### config.mk
export PLATFORM = sky130hd
export DESIGN_NAME = piece_gen
export DESIGN_NICKNAME = d
export VERILOG_FILES = /design/src/rtl/tetris_pkg.sv /design/src/rtl/lfsr16.sv /design/src/rtl/piece_gen.sv
export SDC_FILE = /design/constraint.sdc
export NUM_CORES = 1
export LEC_CHECK = 0
export CAP_MARGIN = 10
export CORE_UTILIZATION = 50
export DETAILED_ROUTE_END_ITERATION = 8
export PLACE_DENSITY = 0.79
export RECOVER_POWER = 100
export SKIP_LAST_GASP = 1
export SLEW_MARGIN = 10
export SYNTH_ARGS = -nofsm -noshare
export SYNTH_HDL_FRONTEND = slang
export SYNTH_SLANG_ARGS = --single-unit
### constraint.sdc
create_clock -name clka -period 5.25 [get_ports clka]
set_clock_uncertainty 0.05 [all_clocks]
set_input_delay 1.05 -clock clka [delete_from_list [all_inputs] [get_ports clka]]
set_output_delay 1.05 -clock clka [all_outputs]
set_load 0.02 [all_outputs]
### src/rtl/tetris_pkg.sv
// Shared Tetris definitions: piece types, board geometry, generator states and
// spawn-mask helper used by the generation, movement and landing stages.
package tetris_pkg;

  localparam int unsigned BOARD_W = 10;
  localparam int unsigned BOARD_H = 20;

  localparam logic [2:0] PIECE_I = 3'd0;
  localparam logic [2:0] PIECE_O = 3'd1;
  localparam logic [2:0] PIECE_T = 3'd2;
  localparam logic [2:0] PIECE_S = 3'd3;
  localparam logic [2:0] PIECE_Z = 3'd4;
  localparam logic [2:0] PIECE_J = 3'd5;
  localparam logic [2:0] PIECE_L = 3'd6;

  typedef enum logic [2:0] {
    StIdle,
    StPick,
    StRd0,
    StRd1,
    StCheck,
    StDone
  } gen_state_e;

  typedef struct packed {
    logic [BOARD_W-1:0] m0;
    logic [BOARD_W-1:0] m1;
  } spawn_mask_t;

  // Occupancy of the top two rows for rotation 0, bounding box starting at column x.
  function automatic spawn_mask_t spawn_mask(input logic [2:0] ptype, input logic [3:0] x);
    logic [3:0]  b0;
    logic [3:0]  b1;
    spawn_mask_t m;
    b0 = 4'b0000;
    b1 = 4'b0000;
    case (ptype)
      PIECE_I: begin b0 = 4'b0000; b1 = 4'b1111; end
      PIECE_O: begin b0 = 4'b0110; b1 = 4'b0110; end
      PIECE_T: begin b0 = 4'b0010; b1 = 4'b0111; end
      PIECE_S: begin b0 = 4'b0110; b1 = 4'b0011; end
      PIECE_Z: begin b0 = 4'b0011; b1 = 4'b0110; end
      PIECE_J: begin b0 = 4'b0001; b1 = 4'b0111; end
      PIECE_L: begin b0 = 4'b0100; b1 = 4'b0111; end
      default: ;
    endcase
    m.m0 = {{(BOARD_W-4){1'b0}}, b0} << x;
    m.m1 = {{(BOARD_W-4){1'b0}}, b1} << x;
    return m;
  endfunction

endpackage

### src/rtl/lfsr16.sv
// 16-bit Fibonacci LFSR (taps 16,14,13,11) that advances only while enabled.
module lfsr16 #(
  parameter logic [15:0] SEED = 16'hACE1
) (
  input  logic        clka,
  input  logic        restart_n,
  input  logic        en,
  output logic [15:0] state
);

  logic [15:0] state_q;

  always_ff @(posedge clka or negedge restart_n) begin
    if (!restart_n) begin
      state_q <= SEED;
    end else if (en) begin
      state_q <= {state_q[14:0], state_q[15] ^ state_q[13] ^ state_q[12] ^ state_q[10]};
    end
  end

  assign state = state_q;

endmodule

### src/rtl/piece_gen.sv
// Piece generation stage: draws the next tetromino from a 7-bag, reads the top two
// board rows and reports completion and spawn collision to the game FSM.
module piece_gen
  import tetris_pkg::*;
#(
  parameter logic [15:0] LFSR_SEED = 16'hACE1,
  parameter int unsigned MAX_TRIES = 16,
  parameter int unsigned SPAWN_X   = 3
) (
  input  logic                clka,
  input  logic                restart_n,
  input  logic                restart,
  input  logic                start_gen,
  output logic                brd_rd_en,
  output logic [4:0]          brd_rd_addr,
  input  logic [BOARD_W-1:0]  brd_rd_data,
  output logic [2:0]          piece_type,
  output logic [3:0]          piece_x,
  output logic [4:0]          piece_y,
  output logic [1:0]          piece_rot,
  output logic                new_piece,
  output logic                game_over,
  output logic                busy
);

  localparam int unsigned TriesW = $clog2(MAX_TRIES + 1);

  gen_state_e         state_q, state_d;
  logic               start_d;
  logic               req;
  logic [15:0]        lfsr_state;
  logic [2:0]         cand;
  logic [7:0]         used8;
  logic               cand_ok;
  logic               tries_done;
  logic               accept;
  logic [2:0]         fallback;
  logic [2:0]         pick;
  logic [6:0]         bag_set;
  spawn_mask_t        mask;
  logic               unused_lfsr_hi;

  logic [TriesW-1:0]  tries_q, tries_d;
  logic [6:0]         bag_q, bag_d;
  logic [2:0]         type_q, type_d;
  logic [BOARD_W-1:0] row0_q, row0_d;
  logic               collide_q, collide_d;
  logic               game_over_q, game_over_d;

  lfsr16 #(
    .SEED (LFSR_SEED)
  ) u_lfsr (
    .clka      (clka),
    .restart_n (restart_n),
    .en        (state_q == StPick),
    .state     (lfsr_state)
  );

  assign unused_lfsr_hi = ^lfsr_state[15:3];
  assign req            = start_gen & ~start_d;
  assign cand           = lfsr_state[2:0];
  // Candidate 7 is never a valid type, so treat it as permanently used.
  assign used8          = {1'b1, bag_q};
  assign cand_ok        = ~used8[cand];
  assign tries_done     = (tries_q == TriesW'(MAX_TRIES));
  assign accept         = (state_q == StPick) && (cand_ok || tries_done);
  assign pick           = tries_done ? fallback : cand;
  assign bag_set        = bag_q | (7'd1 << pick);
  assign mask           = spawn_mask(type_q, 4'(SPAWN_X));

  always_comb begin
    fallback = 3'd0;
    for (int i = 6; i >= 0; i--) begin
      if (!bag_q[i]) fallback = 3'(i);
    end
  end

  always_ff @(posedge clka or negedge restart_n) begin
    if (!restart_n) begin
      state_q <= StIdle;
      start_d <= 1'b0;
    end else begin
      state_q <= state_d;
      start_d <= start_gen;
    end
  end

  always_comb begin
    state_d = state_q;
    unique case (state_q)
      StIdle:  if (req && !game_over_q) state_d = StPick;
      StPick:  if (accept) state_d = StRd0;
      StRd0:   state_d = StRd1;
      StRd1:   state_d = StCheck;
      StCheck: state_d = StDone;
      StDone:  state_d = StIdle;
      default: state_d = StIdle;
    endcase
    if (restart) state_d = StIdle;
  end

  always_comb begin
    tries_d     = tries_q;
    bag_d       = bag_q;
    type_d      = type_q;
    row0_d      = row0_q;
    collide_d   = collide_q;
    game_over_d = game_over_q;
    if (state_q == StIdle) tries_d = '0;
    if (state_q == StPick && !restart) begin
      if (accept) begin
        type_d = pick;
        bag_d  = (bag_set == 7'h7F) ? 7'h00 : bag_set;
      end else begin
        tries_d = tries_q + 1'b1;
      end
    end
    if (state_q == StRd1) row0_d = brd_rd_data;
    if (state_q == StCheck) begin
      collide_d = (|(row0_q & mask.m0)) | (|(brd_rd_data & mask.m1));
    end
    if (state_q == StDone) game_over_d = game_over_q | collide_q;
    if (restart) begin
      bag_d       = '0;
      game_over_d = 1'b0;
    end
  end

  always_ff @(posedge clka or negedge restart_n) begin
    if (!restart_n) begin
      tries_q     <= '0;
      bag_q       <= '0;
      type_q      <= '0;
      row0_q      <= '0;
      collide_q   <= 1'b0;
      game_over_q <= 1'b0;
    end else begin
      tries_q     <= tries_d;
      bag_q       <= bag_d;
      type_q      <= type_d;
      row0_q      <= row0_d;
      collide_q   <= collide_d;
      game_over_q <= game_over_d;
    end
  end

  always_comb begin
    brd_rd_en   = (state_q == StRd0) || (state_q == StRd1);
    brd_rd_addr = (state_q == StRd1) ? 5'd1 : 5'd0;
    new_piece   = (state_q == StDone) && !restart;
    busy        = (state_q != StIdle);
    game_over   = game_over_q;
    piece_type  = type_q;
    piece_x     = 4'(SPAWN_X);
    piece_y     = 5'd0;
    piece_rot   = 2'd0;
  end

endmodule

# ---- After elaboration in Yosys (flattened, before gate mapping)
# Cells that the tools add are included.
# W data, S select, Z words.
dict set report word_totals {
  ff_bits 47
  inputBits 14
  output_inout_bits 23
  wordCells 86
}
dict set report op_classes {
  add_sub_neg 1
  order_cmp 1
  eq_ne 15
  shift 1
  n_mux 26
  bitwise 11
  reduce_logical 22
}
# operator count
set op_table {}
lappend op_table {{$mux W3} 11}
lappend op_table {{$pmux W3 S5} 2}
lappend op_table {{$mux W7} 4}
lappend op_table {{$and A10 B7 Y10} 2}
lappend op_table {{$reduce_or A10 Y1} 2}
lappend op_table {{$pmux W4 S4} 1}
lappend op_table {{$eq A3 B3 Y1 const B} 5}
lappend op_table {{$mux W5} 3}
lappend op_table {{$eq A3 B2 Y1 const B} 4}
lappend op_table {{$eq A7 B7 Y1 const B} 1}
lappend op_table {{$or A7 B7 Y7} 1}
lappend op_table {{$shl A1 B3 Y7 const A} 1}
lappend op_table {{$eq A3 B1 Y1 const B} 2}
lappend op_table {{$logic_not A3 Y1} 2}
lappend op_table {{$ne A3 B3 Y1 const B} 2}
lappend op_table {{$reduce_and A2 Y1} 3}
lappend op_table {{$reduce_bool A2 Y1} 3}
lappend op_table {{$add A5 B1 Y5 const B} 1}
lappend op_table {{$eq A5 B5 Y1 const B} 1}
lappend op_table {{$logic_and A1 B1 Y1} 4}
lappend op_table {{$lt A3 B4 Y1 const B} 1}
lappend op_table {{$mux W1} 4}
lappend op_table {{$reduce_or A2 Y1} 2}
lappend op_table {{$bmux W1 S3} 1}
lappend op_table {{other kinds (8)} 14}

# ---- Logic depth before layout (Yosys ltp)
# Gate-level depths: netlist of the first run.
dict set report depth {
  ltp_word 15
  mapped_depth 10
}

# ---- Cells and area by module
# From an unflattened synthesis of the first run, not the netlist that was laid out.
dict set report unflattened {
  hier_cells 202
  area_unflattened_um2 2259.7
}
# module n_inst cells_per_inst area_per_inst_um2
set by_module_without_submodules {}
lappend by_module_without_submodules {piece_gen 1 164 1584.0}
lappend by_module_without_submodules {lfsr16 1 38 675.6}

# ---- Worst setup path after synthesis of the first run
# Ideal clock, no wire load.
dict set report synth_path {
  kind {input port to output port}
  from {input restart}
  to {output new_piece}
  arrival_ns 2.038
  path_slack_ns 2.112
  stages 2
  path_buffers 1
  path_cell_list {clkbuf_1 -> nor4b_1}
}
dict set report synth_via {
  elab_chain_len 2
}
# item line
set synth_lines {}
lappend synth_lines {{from (decl)} piece_gen.sv:12} ;# input logic restart,
lappend synth_lines {{$logic_not A1 Y1} piece_gen.sv:150} ;# new_piece = (state_q == StDone) && !restart;
lappend synth_lines {{$logic_and A1 B1 Y1} piece_gen.sv:150}
lappend synth_lines {{to (decl)} piece_gen.sv:21} ;# output logic new_piece,
# Every way passes these cells.

# ---- Worst setup path in the final report of the first run
# Ends and elaborated chain as after synthesis.

==> flow_metrics.env, run 1 <==
export IMPL_areaGrowthSynthToFinish_pct=7.58
export IMPL_drt_vias_per_instance=5.44
export IMPL_p_comb_share_pct=31.6
export IMPL_synth_distinct_cells=51
export IMPL_io_pins=37
export IMPL_r2r_end="bag_q[0]"
export IMPL_post_cts_setup_buffer_count=0
export IMPL_dp_cells=273
export IMPL_post_cts_resize_count=0
export IMPL_cts_max_path_buffers=2
export IMPL_stdcell_count=281
export IMPL_total_power_w=0.000991
export IMPL_critPathMaxStageDelay_ns=0.73
export IMPL_min_path_type="flip-flop to flip-flop"
export IMPL_nets=246
export IMPL_p_int_w=0.000649
export IMPL_end_kind="primary output"
export IMPL_r2r_slack_ns=1.41
export IMPL_rr_worst_depth=10
export IMPL_clk_latency_ns=0.29
export IMPL_post_route_drc_count=0
export IMPL_antenna_found_initial=0
export IMPL_vdd_drop_max_mv=0.302
export IMPL_grt_pass1_wl_um=6140
export IMPL_path_class="input pin to primary output"
export IMPL_highest_layer="met4"
export IMPL_seqCellArea_um2=1010
export IMPL_cts_sinks=40
export IMPL_crit_path_end="new_piece"
export IMPL_wl_met3_um=131
export IMPL_synthArstFlopShare_pct=100
export IMPL_grt_ovfl_total=0
export IMPL_antenna_left=0
export IMPL_dp_hpwl_um=2640
export IMPL_synth_cells=216
export IMPL_fp_dieW_um=68.5
export IMPL_timing_fmax_mhz=258
export IMPL_routed_wl_um=3690
export IMPL_diodes=0
export IMPL_die_h_um=68.5
export IMPL_m1WireLength_um=1740
export IMPL_rsz0062_at_grt="false"
export IMPL_dieArea_um2=4690
export IMPL_grt_pass1_vias=1351
export IMPL_synthFlopType="dfrtp_1"
export IMPL_worst_pin_slew_ns=2.06
export IMPL_drt_initial_drc_count=73
export IMPL_grt_start_max_net_pins=41
export IMPL_synth_area_per_cell_um2=10.2
export IMPL_place_gp_congestion=0.868
export IMPL_netSwitchingPower_w=0.000343
export IMPL_cts_root_buffer="clkbuf_8"
export IMPL_synth_seq_cells=40
export IMPL_drv_slew=51
export IMPL_arrival_ns=2.77
export IMPL_yosysTopAreaCell="dfrtp_1"
export IMPL_fill_cells=354
export IMPL_max_slew_margin_pct=-37.1
export IMPL_clk_pin_slew_ns=0.07
export IMPL_detail_route_first_pass_iterations=5
export IMPL_syn_area_um2=2210
export IMPL_p_clk_share_pct=21.0
export IMPL_initial_core_util_pct=53.8
export IMPL_num_rows=23
export IMPL_swShare_pct=34.6
export IMPL_grt_usage_pct=17.8
export IMPL_crit_start="restart"
export IMPL_synth_edf_count=0
export IMPL_crit_fanout=9
export IMPL_htree_levels=2
export IMPL_final_core_util_pct=57.8
export IMPL_p_per_area_nw_per_um2=417
export IMPL_p_leak_nw=1.02
export IMPL_cts_made_buffers=5
export IMPL_p_seq_share_pct=47.5
export IMPL_yosys_warnings=0
export IMPL_wl_per_cell_um=13.1
export IMPL_netlist_area_leader_share_pct=36.2
export IMPL_drive_above_1_share_pct=17.3
export IMPL_io_buffers=15
export IMPL_finalCriticalPeriod_ns=3.87
export IMPL_status="finished with violations"
export IMPL_tns_ns=0
export IMPL_critPathMostFrequentCell="dlygate4sd3_1"
export IMPL_met2_length_um=1780
export IMPL_crit_path_start_kind="input pin"
export IMPL_cts_tree="done"
export IMPL_setup_violations=0
export IMPL_hold_buffers=0
export IMPL_slowest_stage="dlygate4sd3_1"
export IMPL_core_area_um2=4120
export IMPL_synth_area_top_cells="dfrtp_1 36%, mux2_2 9.7%, dfstp_2 9.5%"
export IMPL_critPathRequiredTime_ns=4.15
export IMPL_crit_chain="dlygate4sd3_1, nor4b_1, dlygate4sd3_1"
export IMPL_period_share_pct=73.8
export IMPL_finalHoldViolCount=0
export IMPL_synth_seq_area_share_pct=45.7
export IMPL_maxCapViolCount=2
export IMPL_via_count=1529
export IMPL_multi_input_area_um2=1040
export IMPL_violations="capacitance limit, slew limit"
export IMPL_reg2reg_from="tries_q[0]"
[worst min path at each step]
| stage | to | slack (ns) | cells after the start | start |
|---|---|---|---|---|
| 3_3_place_gp | u_lfsr.state[10] | 0.43 | 1 | u_lfsr.state[9] |
| 2_1_floorplan | collide_q | 0.40 | 2 | collide_q |
| 6_report | collide_q | 0.45 | 2 | collide_q |
| 4_1_cts | u_lfsr.state[15] | 0.46 | 1 | u_lfsr.state[14] |
| 5_1_grt | u_lfsr.state[15] | 0.47 | 1 | u_lfsr.state[14] |
| 3_5_place_dp | u_lfsr.state[4] | 0.44 | 1 | u_lfsr.state[4] |
[cells by family after synthesis]
logic type | share of synthesized area (%)
flip-flops | 45.7
multiplexers | 11.1
other | 0.339
AO/OA/AOI/OAI | 14.0
XOR/XNOR | 1.58
buffers and inverters | 7.52
adder cells (fa/ha/maj) | 1.13
AND/OR/NAND/NOR | 18.6
[routing by layer]
layer | global-route usage [%] | vias to the layer above
met5 | 0 | -
met4 | 7.03 | 0
met3 | 4.77 | 7
met2 | 27.6 | 28
met1 | 23.5 | 729
li1 | - | 765
[power groups by stage]
stage	clock network (W)	registers [W]	logic [W]
floorplan	0	0.000468	0.000251
global placement	0	0.000473	0.000324
detailed placement	0	0.000477	0.000330
CTS	0.000214	0.000472	0.000330
global route	0.000226	0.000486	0.000354
finish	0.000208	0.000471	0.000313
[state kept, by name, summed over array words and instances (netlist names)]
name          count
piece_type        3
bag_q             7
row0_q            3
game_over         1
collide_q         1
tries_q           5
start_d           1
state_q           3
u_lfsr.state     16
[stage by stage]
step	hold WS, ns	instance area (um^2)	setup slack, ns
2_1_floorplan	0.399	2260	2.11
3_3_place_gp	0.434	2340	1.47
3_5_place_dp	0.443	2340	1.45
4_1_cts	0.460	2430	1.46
5_1_grt	0.472	2380	1.02
6_report	0.454	2380	1.38
[placed cells by master, fill, tap and decap left out, drive strengths merged, types with 2 or more instances in the layout]
cell type / instances
dfrtp: 32
nand2: 23
nor2: 21
mux2: 19
conb: 15
dlygate4sd3: 14
a21oi: 11
o21ai: 10
clkbuf: 9
dfstp: 8
inv: 7
a31oi: 6
nor3: 6
nand4: 4
xnor2: 4
nand3: 3
nand3b: 3
nand2b: 3
nor2b: 2
o22ai: 2
and2: 2
o211ai: 2
o32a: 2
ha: 2
[final cells by class]
cell class	count	area share [%]
Clock inverter	1	0.315
Sequential cell	40	42.5
Timing Repair Buffer	16	6.20
Multi-Input combinational cell	160	43.6
Clock buffer	7	3.63
Inverter	7	1.10
Tap cell	50	2.63
[Yosys cell counts, drive strengths merged, types with 2 or more instances]
cell and instances:
o32a 2, dfstp 8, clkbuf 6, o211ai 2, conb 2, nand3 3, nand2b 3, ha 2
nand4 4, a21oi 11, o21ai 10, dfrtp 32, inv 7, nand2 23, a31oi 6, nor2b 2
xnor2 4, buf 16, nor2 21, o22ai 2, and2 2, nand3b 3, nor3 6, mux2 19
[critical path: cells and delay by family]
kind                   cells  cell delay [ns]
buffers and inverters      2             1.39
AND/OR/NAND/NOR            1             0.34
No activity file was read; power rests on OpenSTA's default activity.
==> inputs of run 2 (changes only) <==
==> constraint.sdc (replaced) <==
create_clock -name clka -period 3.8 [get_ports clka]
set_clock_uncertainty 0.05 [all_clocks]
set_input_delay 0.76 -clock clka [delete_from_list [all_inputs] [get_ports clka]]
set_output_delay 0.76 -clock clka [all_outputs]
set_load 0.02 [all_outputs]
==> flow_metrics.env, run 2 (synthesis gave the netlist of run 1 again) <==
export IMPL_drv_slew=41
export IMPL_antenna_left=0
export IMPL_routed_wl_um=4010
export IMPL_cts_made_buffers=5
export IMPL_cts_tree="done"
export IMPL_max_slew_margin_pct=-36.6
export IMPL_p_leak_nw=1.04
export IMPL_vdd_drop_max_mv=0.424
export IMPL_p_int_w=0.000969
export IMPL_status="finished with violations"
export IMPL_grt_ovfl_total=0
export IMPL_period_share_pct=84.3
export IMPL_p_per_area_nw_per_um2=604
export IMPL_path_class="input pin to primary output"
export IMPL_cts_root_buffer="clkbuf_8"
export IMPL_largest_reg_flops=16
export IMPL_initial_core_util_pct=53.8
export IMPL_drive_above_1_share_pct=18.5
export IMPL_hold_depth=1
export IMPL_layout_common_cells="32 x dfrtp_1, 23 x nand2_1, 21 x nor2_1"
export IMPL_post_route_drc_count=0
export IMPL_rsz0062_at_grt="false"
export IMPL_p_seq_share_pct=44.5
export IMPL_core_area_um2=4120
export IMPL_crit_fanout=2
export IMPL_clk_latency_ns=0.29
export IMPL_min_path_type="flip-flop to flip-flop"
export IMPL_pre_cts_slack_ns=0.740
export IMPL_via_count=1597
export IMPL_r2r_end="bag_q[6]"
export IMPL_crit_chain="dlygate4sd3_1, nor4b_1, dlygate4sd3_1"
export IMPL_dp_hpwl_um=2840
export IMPL_io_buffers=15
export IMPL_final_core_util_pct=59.1
export IMPL_critPathRequiredTime_ns=2.99
export IMPL_detail_route_first_pass_iterations=4
export IMPL_arrival_ns=2.40
export IMPL_place_gp_congestion=0.871
export IMPL_drt_vias_per_instance=5.66
export IMPL_netSwitchingPower_w=0.000500
export IMPL_die_h_um=68.5
export IMPL_diodes=0
export IMPL_crit_path_start_kind="input pin"
export IMPL_grt_pass1_wl_um=6590
export IMPL_grt_start_max_net_pins=41
export IMPL_worst_pin_slew_ns=2.05
export IMPL_tns_ns=0
export IMPL_nets=247
export IMPL_slowest_stage="dlygate4sd3_1"
export IMPL_crit_start="restart"
export IMPL_antenna_found_initial=0
export IMPL_finalHoldViolCount=0
export IMPL_cts_max_path_buffers=2
export IMPL_reg2reg_from="tries_q[0]"
export IMPL_post_cts_setup_buffer_count=0
export IMPL_swShare_pct=34.1
export IMPL_mostFrequentLayoutCell="dfrtp_1"
export IMPL_violations="capacitance limit, slew limit"
export IMPL_timing_fmax_mhz=312
export IMPL_setup_violations=0
export IMPL_maxCapViolCount=1
export IMPL_post_cts_resize_count=0
export IMPL_critPathMaxStageDelay_ns=0.73
export IMPL_dieArea_um2=4690
export IMPL_r2r_slack_ns=0.84
export IMPL_num_rows=23
export IMPL_final_setup_worst_slack_ns=0.595
export IMPL_grt_pass1_vias=1430
export IMPL_hold_buffers=0
export IMPL_clk_pin_slew_ns=0.07
export IMPL_grt_usage_pct=19.5
export IMPL_io_pins=37
export IMPL_cts_sinks=40
export IMPL_wl_per_cell_um=14.2
export IMPL_crit_path_end="new_piece"
export IMPL_rr_worst_depth=10
export IMPL_p_clk_share_pct=25.0
export IMPL_end_kind="primary output"
export IMPL_drt_initial_drc_count=64
export IMPL_critPathMostFrequentCell="dlygate4sd3_1"
export IMPL_p_comb_share_pct=30.5
export IMPL_fp_dieW_um=68.5
export IMPL_areaGrowthSynthToFinish_pct=9.90
export IMPL_htree_levels=2
export IMPL_finalCriticalPeriod_ns=3.21
export IMPL_fill_cells=354
run 2: critical path: cells and delay by family:
kind                   cells  cell delay (ns)
buffers and inverters      2             1.28
AND/OR/NAND/NOR            1             0.35
run 2: worst min-delay path by stage:
| stage | from | endpoint | slack [ns] |
|---|---|---|---|
| 2_1_floorplan | collide_q | collide_q | 0.40 |
| 3_3_place_gp | u_lfsr.state[14] | u_lfsr.state[15] | 0.43 |
| 3_5_place_dp | u_lfsr.state[14] | u_lfsr.state[14] | 0.44 |
| 4_1_cts | u_lfsr.state[14] | u_lfsr.state[14] | 0.46 |
| 5_1_grt | u_lfsr.state[14] | u_lfsr.state[14] | 0.47 |
| 6_report | u_lfsr.state[4] | u_lfsr.state[5] | 0.46 |
run 2: layer usage:
metal	GRT usage (%)	vias to the layer above	wire, um
met5	0	-	0
met4	6.77	0	71
met3	5.43	11	200
met2	31.6	56	1980
met1	24.8	760	1750
li1	-	770	-
run 2: through the flow:
step	hold slack [ns]	instances	total power (W)	cell area (um^2)
CTS	0.462	282	0.00149	2470
global route	0.468	282	0.00156	2430
detailed placement	0.444	274	0.00112	2350
finish	0.460	282	0.00147	2430
floorplan	0.399	229	0.000993	2260
global placement	0.433	274	0.00110	2350
run 2: final cells by class:
type / instances / area (um^2) / share of cell area (%)
flip-flops and latches: 40 / 1010 / 41.6
repair buffers: 17 / 151 / 6.23
clock inverters: 2 / 38.8 / 1.60
multi-input cells: 160 / 1060 / 43.5
clock buffers: 6 / 82.6 / 3.40
inverters: 7 / 26.3 / 1.08
well taps: 50 / 62.6 / 2.57
run 2: power by group through the flow:
stage / registers [W] / clock network (W) / logic, W
after floorplan: 0.000646 / 0 / 0.000347
after global placement: 0.000655 / 0 / 0.000449
after detailed placement: 0.000662 / 0 / 0.000459
after CTS: 0.000655 / 0.000375 / 0.000462
after global routing: 0.000674 / 0.000390 / 0.000495
final: 0.000654 / 0.000367 / 0.000449
==> inputs of run 3 (changes only) <==
==> constraint.sdc (replaced) <==
create_clock -name clka -period 3.2 [get_ports clka]
set_clock_uncertainty 0.05 [all_clocks]
set_input_delay 0.64 -clock clka [delete_from_list [all_inputs] [get_ports clka]]
set_output_delay 0.64 -clock clka [all_outputs]
set_load 0.02 [all_outputs]
==> flow_metrics.env, run 3 (synthesis gave the netlist of run 1 again) <==
export IMPL_status="finished with violations"
export IMPL_violations="capacitance limit, slew limit"
export IMPL_cts_root_buffer="clkbuf_8"
export IMPL_via_count=1566
export IMPL_crit_path_start_kind="input pin"
export IMPL_placed_cell_area_um2=2350
export IMPL_cts_tree="done"
export IMPL_crit_start="restart"
export IMPL_r2r_end="bag_q[3]"
export IMPL_period_share_pct=92.8
export IMPL_drt_initial_drc_count=102
export IMPL_finalHoldViolCount=0
export IMPL_grt_pass1_wl_um=6550
export IMPL_cts_max_path_buffers=2
export IMPL_wl_per_cell_um=13.9
export IMPL_min_path_type="flip-flop to flip-flop"
export IMPL_initial_core_util_pct=53.8
export IMPL_drive_above_1_share_pct=19.0
export IMPL_rr_worst_depth=10
export IMPL_total_power_w=0.00165
export IMPL_arrival_ns=2.28
export IMPL_swShare_pct=35.0
export IMPL_fp_dieW_um=68.5
export IMPL_drv_slew=41
export IMPL_finalCriticalPeriod_ns=2.97
export IMPL_use_met2_pct=31.4
export IMPL_vdd_drop_max_mv=0.420
export IMPL_final_core_util_pct=58.6
export IMPL_place_gp_congestion=0.853
export IMPL_hold_depth=1
export IMPL_hp_start="u_lfsr.state[14]"
export IMPL_final_area_um2=2410
export IMPL_maxCapViolCount=1
export IMPL_grt_pass1_vias=1473
export IMPL_grt_ovfl_total=0
export IMPL_nets=247
export IMPL_end_kind="primary output"
export IMPL_reg2reg_from="tries_q[0]"
export IMPL_use_met1_pct=23.9
export IMPL_layout_common_cells="32 x dfrtp_1, 23 x nand2_1, 21 x nor2_1"
export IMPL_rsz0062_at_grt="false"
export IMPL_timing_fmax_mhz=337
export IMPL_p_comb_share_pct=32.4
export IMPL_setup_violations=0
export IMPL_p_seq_share_pct=46.8
export IMPL_num_rows=23
export IMPL_post_cts_resize_count=0
export IMPL_detail_route_first_pass_iterations=4
export IMPL_p_clk_share_pct=20.8
export IMPL_p_int_w=0.00107
export IMPL_post_route_drc_count=0
export IMPL_dieArea_um2=4690
export IMPL_antenna_left=0
export IMPL_tns_ns=0
export IMPL_grt_start_max_net_pins=41
export IMPL_largest_reg_flops=16
export IMPL_io_buffers=15
export IMPL_grt_usage_pct=19.1
export IMPL_areaGrowthSynthToFinish_pct=9.05
export IMPL_timing_hold_ws_ns=0.457
export IMPL_p_leak_nw=1.03
export IMPL_die_h_um=68.5
export IMPL_routed_wl_um=3920
export IMPL_post_cts_setup_buffer_count=0
export IMPL_dp_hpwl_um=2790
export IMPL_gr_usage_met3_pct=5.26
export IMPL_antenna_found_initial=0
export IMPL_crit_fanout=2
export IMPL_path_class="input pin to primary output"
export IMPL_drt_vias_per_instance=5.55
export IMPL_hold_buffers=0
export IMPL_diodes=0
export IMPL_max_slew_margin_pct=-39.4
export IMPL_critPathRequiredTime_ns=2.51
export IMPL_core_area_um2=4120
export IMPL_netSwitchingPower_w=0.000577
export IMPL_p_per_area_nw_per_um2=684
export IMPL_clk_pin_slew_ns=0.07
export IMPL_cts_sinks=40
export IMPL_r2r_slack_ns=0.47
export IMPL_mostFrequentLayoutCell="dfrtp_1"
export IMPL_worst_pin_slew_ns=2.09
export IMPL_clk_latency_ns=0.29
export IMPL_min_to="u_lfsr.state[14]"
export IMPL_grt_busiest_layer="met2"
export IMPL_io_pins=37
export IMPL_cts_made_buffers=5
export IMPL_htree_levels=2
## run 3: cell count changes in the layout (fill, tap and decap cells not counted), sizes merged
cell      change
bufinv        -1
clkbuf        +1
clkinv        -1
clkinvlp      +1
## run 3: worst max path at each step
stage,endpoint,slack (ns),cells past startpoint
6_report,new_piece,0.23,3
5_1_grt,new_piece,0.20,3
4_1_cts,new_piece,0.38,3
3_5_place_dp,new_piece,0.38,3
3_3_place_gp,new_piece,0.37,3
2_1_floorplan,new_piece,0.88,2
## run 3: critical path, cell delays in order
cell and delay (ns):
dlygate4sd3_1 0.55, nor4b_1 0.35, dlygate4sd3_1 0.73
## run 3: final cells by class
cell class	instances	area, um^2
multi-input combinational	160	1070
sequential	40	1010
clock buffer	7	86.3
tap	50	62.6
timing repair buffer	17	151
fill	341	1700
clock inverter	1	7.51
inverter	7	26.3
## run 3: per-layer routing
metal  share of wire, %  wire length, um
met5                  0                0
met2                 49             1920
met4                1.2               47
met3                3.8              148
met1                 46             1810
## run 3: through the flow
step	worst slack (ns)	instances
after floorplan	0.882	229
after detailed placement	0.375	274
after CTS	0.375	282
after global placement	0.370	274
final	0.229	282
after global routing	0.196	282
## run 3: power groups by stage
stage               logic (W)  clock network [W]  registers, W
detailed placement   0.000548                  0      0.000782
global placement     0.000533                  0      0.000776
finish               0.000534           0.000342      0.000773
floorplan            0.000412                  0      0.000768
global route         0.000596           0.000371      0.000795
CTS                  0.000548           0.000355      0.000774
